## src/rtl/ade_pkt_counter.sv

```systemverilog
// Counts audio packets (PKT_LEN ade beats each) per video line and reports the
// per-line total when the line closes, with short-packet and saturation flags.
module ade_pkt_counter #(
    parameter int PKT_LEN    = 32,
    parameter int CNT_W      = 4,
    parameter int LATCH_HCNT = 1447
) (
    input  logic             fifo_clk,
    input  logic             sys_rst,
    input  logic             video_en,
    input  logic             vde,
    input  logic             ade,
    input  logic [10:0]      hcnt,
    output logic [CNT_W-1:0] ade_num,
    output logic             num_valid,
    output logic             pkt_start,
    output logic             pkt_err,
    output logic             ovf,
    output logic             armed
);
    localparam int              BW       = (PKT_LEN > 1) ? $clog2(PKT_LEN) : 1;
    localparam logic [BW-1:0]   BEAT_ONE = BW'(1);
    localparam logic [CNT_W-1:0] CNT_ONE = CNT_W'(1);
    localparam logic [CNT_W-1:0] CNT_MAX = '1;
    localparam logic [10:0]     LATCH    = 11'(LATCH_HCNT);

    logic [BW-1:0]    beat_q, beat_d;
    logic [CNT_W-1:0] cnt_q, cnt_d, cnt_inc;
    logic [CNT_W-1:0] ade_num_q, ade_num_d;
    logic             num_valid_q, pkt_start_q, pkt_err_q, ovf_q, ovf_d;
    logic             armed_q, armed_d, vde_b_q;
    logic             start, err, close, sat;

    always_comb begin
        start     = armed_q & ade & (beat_q == '0);
        err       = armed_q & ~ade & (beat_q != '0);
        close     = armed_q & ((~video_en & (hcnt == LATCH)) | (vde & ~vde_b_q));
        sat       = (cnt_q == CNT_MAX);
        // A packet starting on the closing cycle belongs to the line being closed.
        cnt_inc   = (start & ~sat) ? cnt_q + CNT_ONE : cnt_q;
        cnt_d     = close ? '0 : cnt_inc;
        ade_num_d = close ? cnt_inc : ade_num_q;
        ovf_d     = ovf_q | (start & sat);
        armed_d   = armed_q | video_en;
        // Beat position tracks ade even while unarmed; any gap realigns to 0.
        beat_d    = ade ? beat_q + BEAT_ONE : '0;
    end

    always_ff @(posedge fifo_clk) begin
        if (sys_rst) begin
            beat_q      <= '0;
            cnt_q       <= '0;
            ade_num_q   <= '0;
            num_valid_q <= 1'b0;
            pkt_start_q <= 1'b0;
            pkt_err_q   <= 1'b0;
            ovf_q       <= 1'b0;
            armed_q     <= 1'b0;
            vde_b_q     <= 1'b0;
        end else begin
            beat_q      <= beat_d;
            cnt_q       <= cnt_d;
            ade_num_q   <= ade_num_d;
            num_valid_q <= close;
            pkt_start_q <= start;
            pkt_err_q   <= err;
            ovf_q       <= ovf_d;
            armed_q     <= armed_d;
            vde_b_q     <= vde;
        end
    end

    assign ade_num   = ade_num_q;
    assign num_valid = num_valid_q;
    assign pkt_start = pkt_start_q;
    assign pkt_err   = pkt_err_q;
    assign ovf       = ovf_q;
    assign armed     = armed_q;
endmodule

```

## config.mk

```make
export PLATFORM = sky130hd
export DESIGN_NAME = ade_pkt_counter
export DESIGN_NICKNAME = d
export VERILOG_FILES = /design/src/rtl/ade_pkt_counter.sv
export SDC_FILE = /design/constraint.sdc
export NUM_CORES = 1
export LEC_CHECK = 0
export CORE_ASPECT_RATIO = 0.8
export CORE_MARGIN = 8
export CORE_UTILIZATION = 43
export DETAILED_ROUTE_END_ITERATION = 12
export PLACE_DENSITY = 0.74
export SLEW_MARGIN = 20
export SYNTH_ARGS = -nofsm -noshare
export SYNTH_HDL_FRONTEND = slang
export SYNTH_SLANG_ARGS = --single-unit
```

## constraint.sdc

```tcl
create_clock -name fifo_clk -period 1.8 [get_ports fifo_clk]
set_input_delay 0.18 -clock fifo_clk [delete_from_list [all_inputs] [get_ports fifo_clk]]
set_output_delay 0.18 -clock fifo_clk [all_outputs]
set_load 0.01 [all_outputs]
```

==> flow_metrics.env <==
export IMPL_status="completed"
export IMPL_diodes=0
export IMPL_worstMarginPinSlew_ns=0.3259
export IMPL_final_common_cell="clkdlybuf4s50_1"
export IMPL_cap_violations=0
export IMPL_yosys_register_bits=19
export IMPL_period_share=0.9014
export IMPL_timing_hold_violations_final=0
export IMPL_cts_buffers=3
export IMPL_p_seq_frac=0.589
export IMPL_cp_max_fo=4
export IMPL_port_buffers=24
export IMPL_pwr_share_clk=0.287
export IMPL_h_tree_depth=1
export IMPL_postSynthCellCount=78
export IMPL_grt_total_usage=0.09911
export IMPL_stdcell_count=128
export IMPL_hold_path_startpoint="ade_num[2]"
export IMPL_drv_slew=0
export IMPL_cp_buffers_inverters=1
export IMPL_fin_skew_ns=0.003583
export IMPL_setup_tns_ns=0
export IMPL_drc_errors=0
export IMPL_dr_first_iter_drc_count=10
export IMPL_p_sw_frac=0.2294
export IMPL_clock_path_buffers=2
export IMPL_ys_seq_area_frac=0.5000
export IMPL_cts_tree="yes"
export IMPL_hold_class="reg2reg"
export IMPL_die_y_um=53.62
export IMPL_whs_endpoint="ade_num[2]"
export IMPL_worstPathRequired_ns=2.00
export IMPL_num_vias=619
export IMPL_cp_cell_sequence="inv_1, ha_1, nor4b_4, nand3_2, nor3_1, xnor2_1, o21ai_1"
export IMPL_coreArea_um2=1643
export IMPL_syn_mean_instance_area_um2=9.753
export IMPL_fin_crit_ns=1.623
export IMPL_synth_async_reset_ratio=0
export IMPL_maxSlewHeadroom=0.7821
export IMPL_ant_nets=0
export IMPL_power_density_nw_per_um2=686.4
export IMPL_share_comb_of_total_power=0.124
export IMPL_crit_family="simple AND/OR/NAND/NOR gates"
export IMPL_overflow=0
export IMPL_first_pass_iters=2
export IMPL_syn_area_um2=760.7
export IMPL_switching_power_mw=0.1706
export IMPL_rsz0062_at_grt="no"
export IMPL_hold_ws_ns=0.4532
export IMPL_fillers=141
export IMPL_final_cell_mix="clkdlybuf4s50_1 (24), dfxtp_1 (19), nor2_1 (14)"
export IMPL_grt_pass1_vias=593
export IMPL_timing_rr_end="ade_num[3]"
export IMPL_p_leak_nw=0.4255
export IMPL_postRouteWirelength_mm=1.685
export IMPL_cp_start_kind="register"
export IMPL_clk_latency_ns=0.30
export IMPL_pre_cts_ws_ns=-0.09709
export IMPL_p_int_mw=0.5731
export IMPL_ios=25
export IMPL_synth_distinct_cells=22
export IMPL_setup_viol=0
export IMPL_rows=13
export IMPL_yosys_warnings=0
export IMPL_drt_vias_per_instance=4.836
export IMPL_crit_path_max_incr_delay_ns=0.35
export IMPL_hold_depth=2
export IMPL_ff2ff_path_depth=7
export IMPL_initial_core_util=0.4631
export IMPL_synth_flop_cell="dfxtp_1"
export IMPL_area_delta_synth_final_pct=42.43
export IMPL_fin_util=0.6596
export IMPL_rr_startpoint="beat_q[0]"
export IMPL_synth_edf_count=0
export IMPL_ir_drop_uv=435.0
export IMPL_root_buffer="clkbuf_4"
export IMPL_die_x_um=63.03
export IMPL_grt_pass1_wl_mm=2.622
export IMPL_crit_path_top_delay_cell="dfxtp_1"
export IMPL_rrSetupSlack_ns=0.18
export IMPL_dieArea_um2=3379
export IMPL_wl_per_cell_um=13.16
export IMPL_grt_max_degree=11
export IMPL_register_area_um2=380.4
export IMPL_fmaxAchievable_mhz=616.3
export IMPL_multi_input_area_um2=382.9
export IMPL_dp_final_hpwl_mm=1.225
export IMPL_crit_type="reg2reg"
export IMPL_drive_gt1_frac=0.1038
export IMPL_cts_clk_slew_worst_paths_ns=0.10
export IMPL_syn_nets=97
export IMPL_crit_arrival_ns=1.82
export IMPL_fin_nets=126
export IMPL_clock_sinks=19
export IMPL_antenna_found_initial=0
export IMPL_end_kind="register"
export IMPL_gp_congestion=0.7659
export IMPL_layout_setup_ws_ns=0.1775
export IMPL_dp_cells=124
[worst max path at each step]
stage	depth (start not counted)	startpoint	slack, ns	endpoint
4_1_cts	7	beat_q[0]	0.05	ade_num[1]
3_5_place_dp	6	hcnt[4]	-0.1	ade_num[0]
5_1_grt	7	beat_q[0]	0.05	ade_num[3]
2_1_floorplan	7	beat_q[0]	0.32	ade_num[1]
3_3_place_gp	6	hcnt[4]	-0.05	ade_num[0]
6_report	7	beat_q[0]	0.18	ade_num[3]
[logic make-up (layout without fill, tap and decap cells)]
logic type	after synthesis	after routing	share of synthesized area
mux	1	1	0.01316
compound gates	9	9	0.09540
buf+inv	6	34	0.02960
fa+ha+maj	3	3	0.04935
simple gates	35	35	0.2549
xor+xnor	5	5	0.05758
flops	19	19	0.5000
[cell type report]
| class | count | share of cell area |
|---|---|---|
| Multi-Input combinational cell | 53 | 0.3533 |
| Inverter | 5 | 0.01732 |
| Timing Repair Buffer | 25 | 0.2286 |
| Clock buffer | 4 | 0.02425 |
| Tap cell | 22 | 0.02540 |
| Sequential cell | 19 | 0.3510 |
[stage by stage]
stage	total power, mW	cell area [µm²]
after CTS	0.7431	1059
final	0.7437	1084
after global placement	0.5321	1032
after detailed placement	0.5333	1032
after global routing	0.7749	1084
after floorplan	0.4831	760.7
[power groups by stage]
stage	clock (mW)	combinational [mW]	sequential, mW
2_1_floorplan	0	0.0351	0.448
3_3_place_gp	0	0.0848	0.447
5_1_grt	0.234	0.101	0.440
3_5_place_dp	0	0.0858	0.448
6_report	0.213	0.0924	0.438
4_1_cts	0.217	0.0880	0.438
[routing by layer]
metal | part of all wire | vias up | track usage
li1 | - | 319 | -
met1 | 0.49 | 272 | 0.1177
met2 | 0.42 | 24 | 0.1562
met3 | 0.081 | 4 | 0.04141
met4 | 0.015 | 0 | 0.04528
met5 | 0 | - | 0
[worst reg2reg max path, stage by stage, from the launching register on]
cell     delay (ns)
dfxtp_1        0.35
inv_1          0.07
ha_1           0.17
nor4b_4        0.26
nand3_2        0.16
nor3_1         0.25
xnor2_1        0.19
o21ai_1        0.08
[what timing repair did]
item,4_1_cts,5_1_grt
endpoints found under the hold margin,0,0
gates resized for setup,0,5
setup buffers,0,0
endpoints found under the setup margin,0,3
hold buffers,0,0
[flip-flops by register name, indices dropped and copies added (netlist names)]
register	count
ovf	1
vde_b_q	1
armed	1
ade_num	4
pkt_err	1
num_valid	1
pkt_start	1
cnt_q	4
beat_q	5
[synth_stat cells (all sizes together), types with 3 or more instances]
cell / count / area share
nand2: 5 / 0.025
nor2: 15 / 0.074
nand3: 4 / 0.026
xnor2: 3 / 0.035
o21ai: 4 / 0.026
inv: 5 / 0.025
nand4b: 3 / 0.035
dfxtp: 19 / 0.50
ha: 3 / 0.049
No activity file was read; power rests on OpenSTA's default activity.
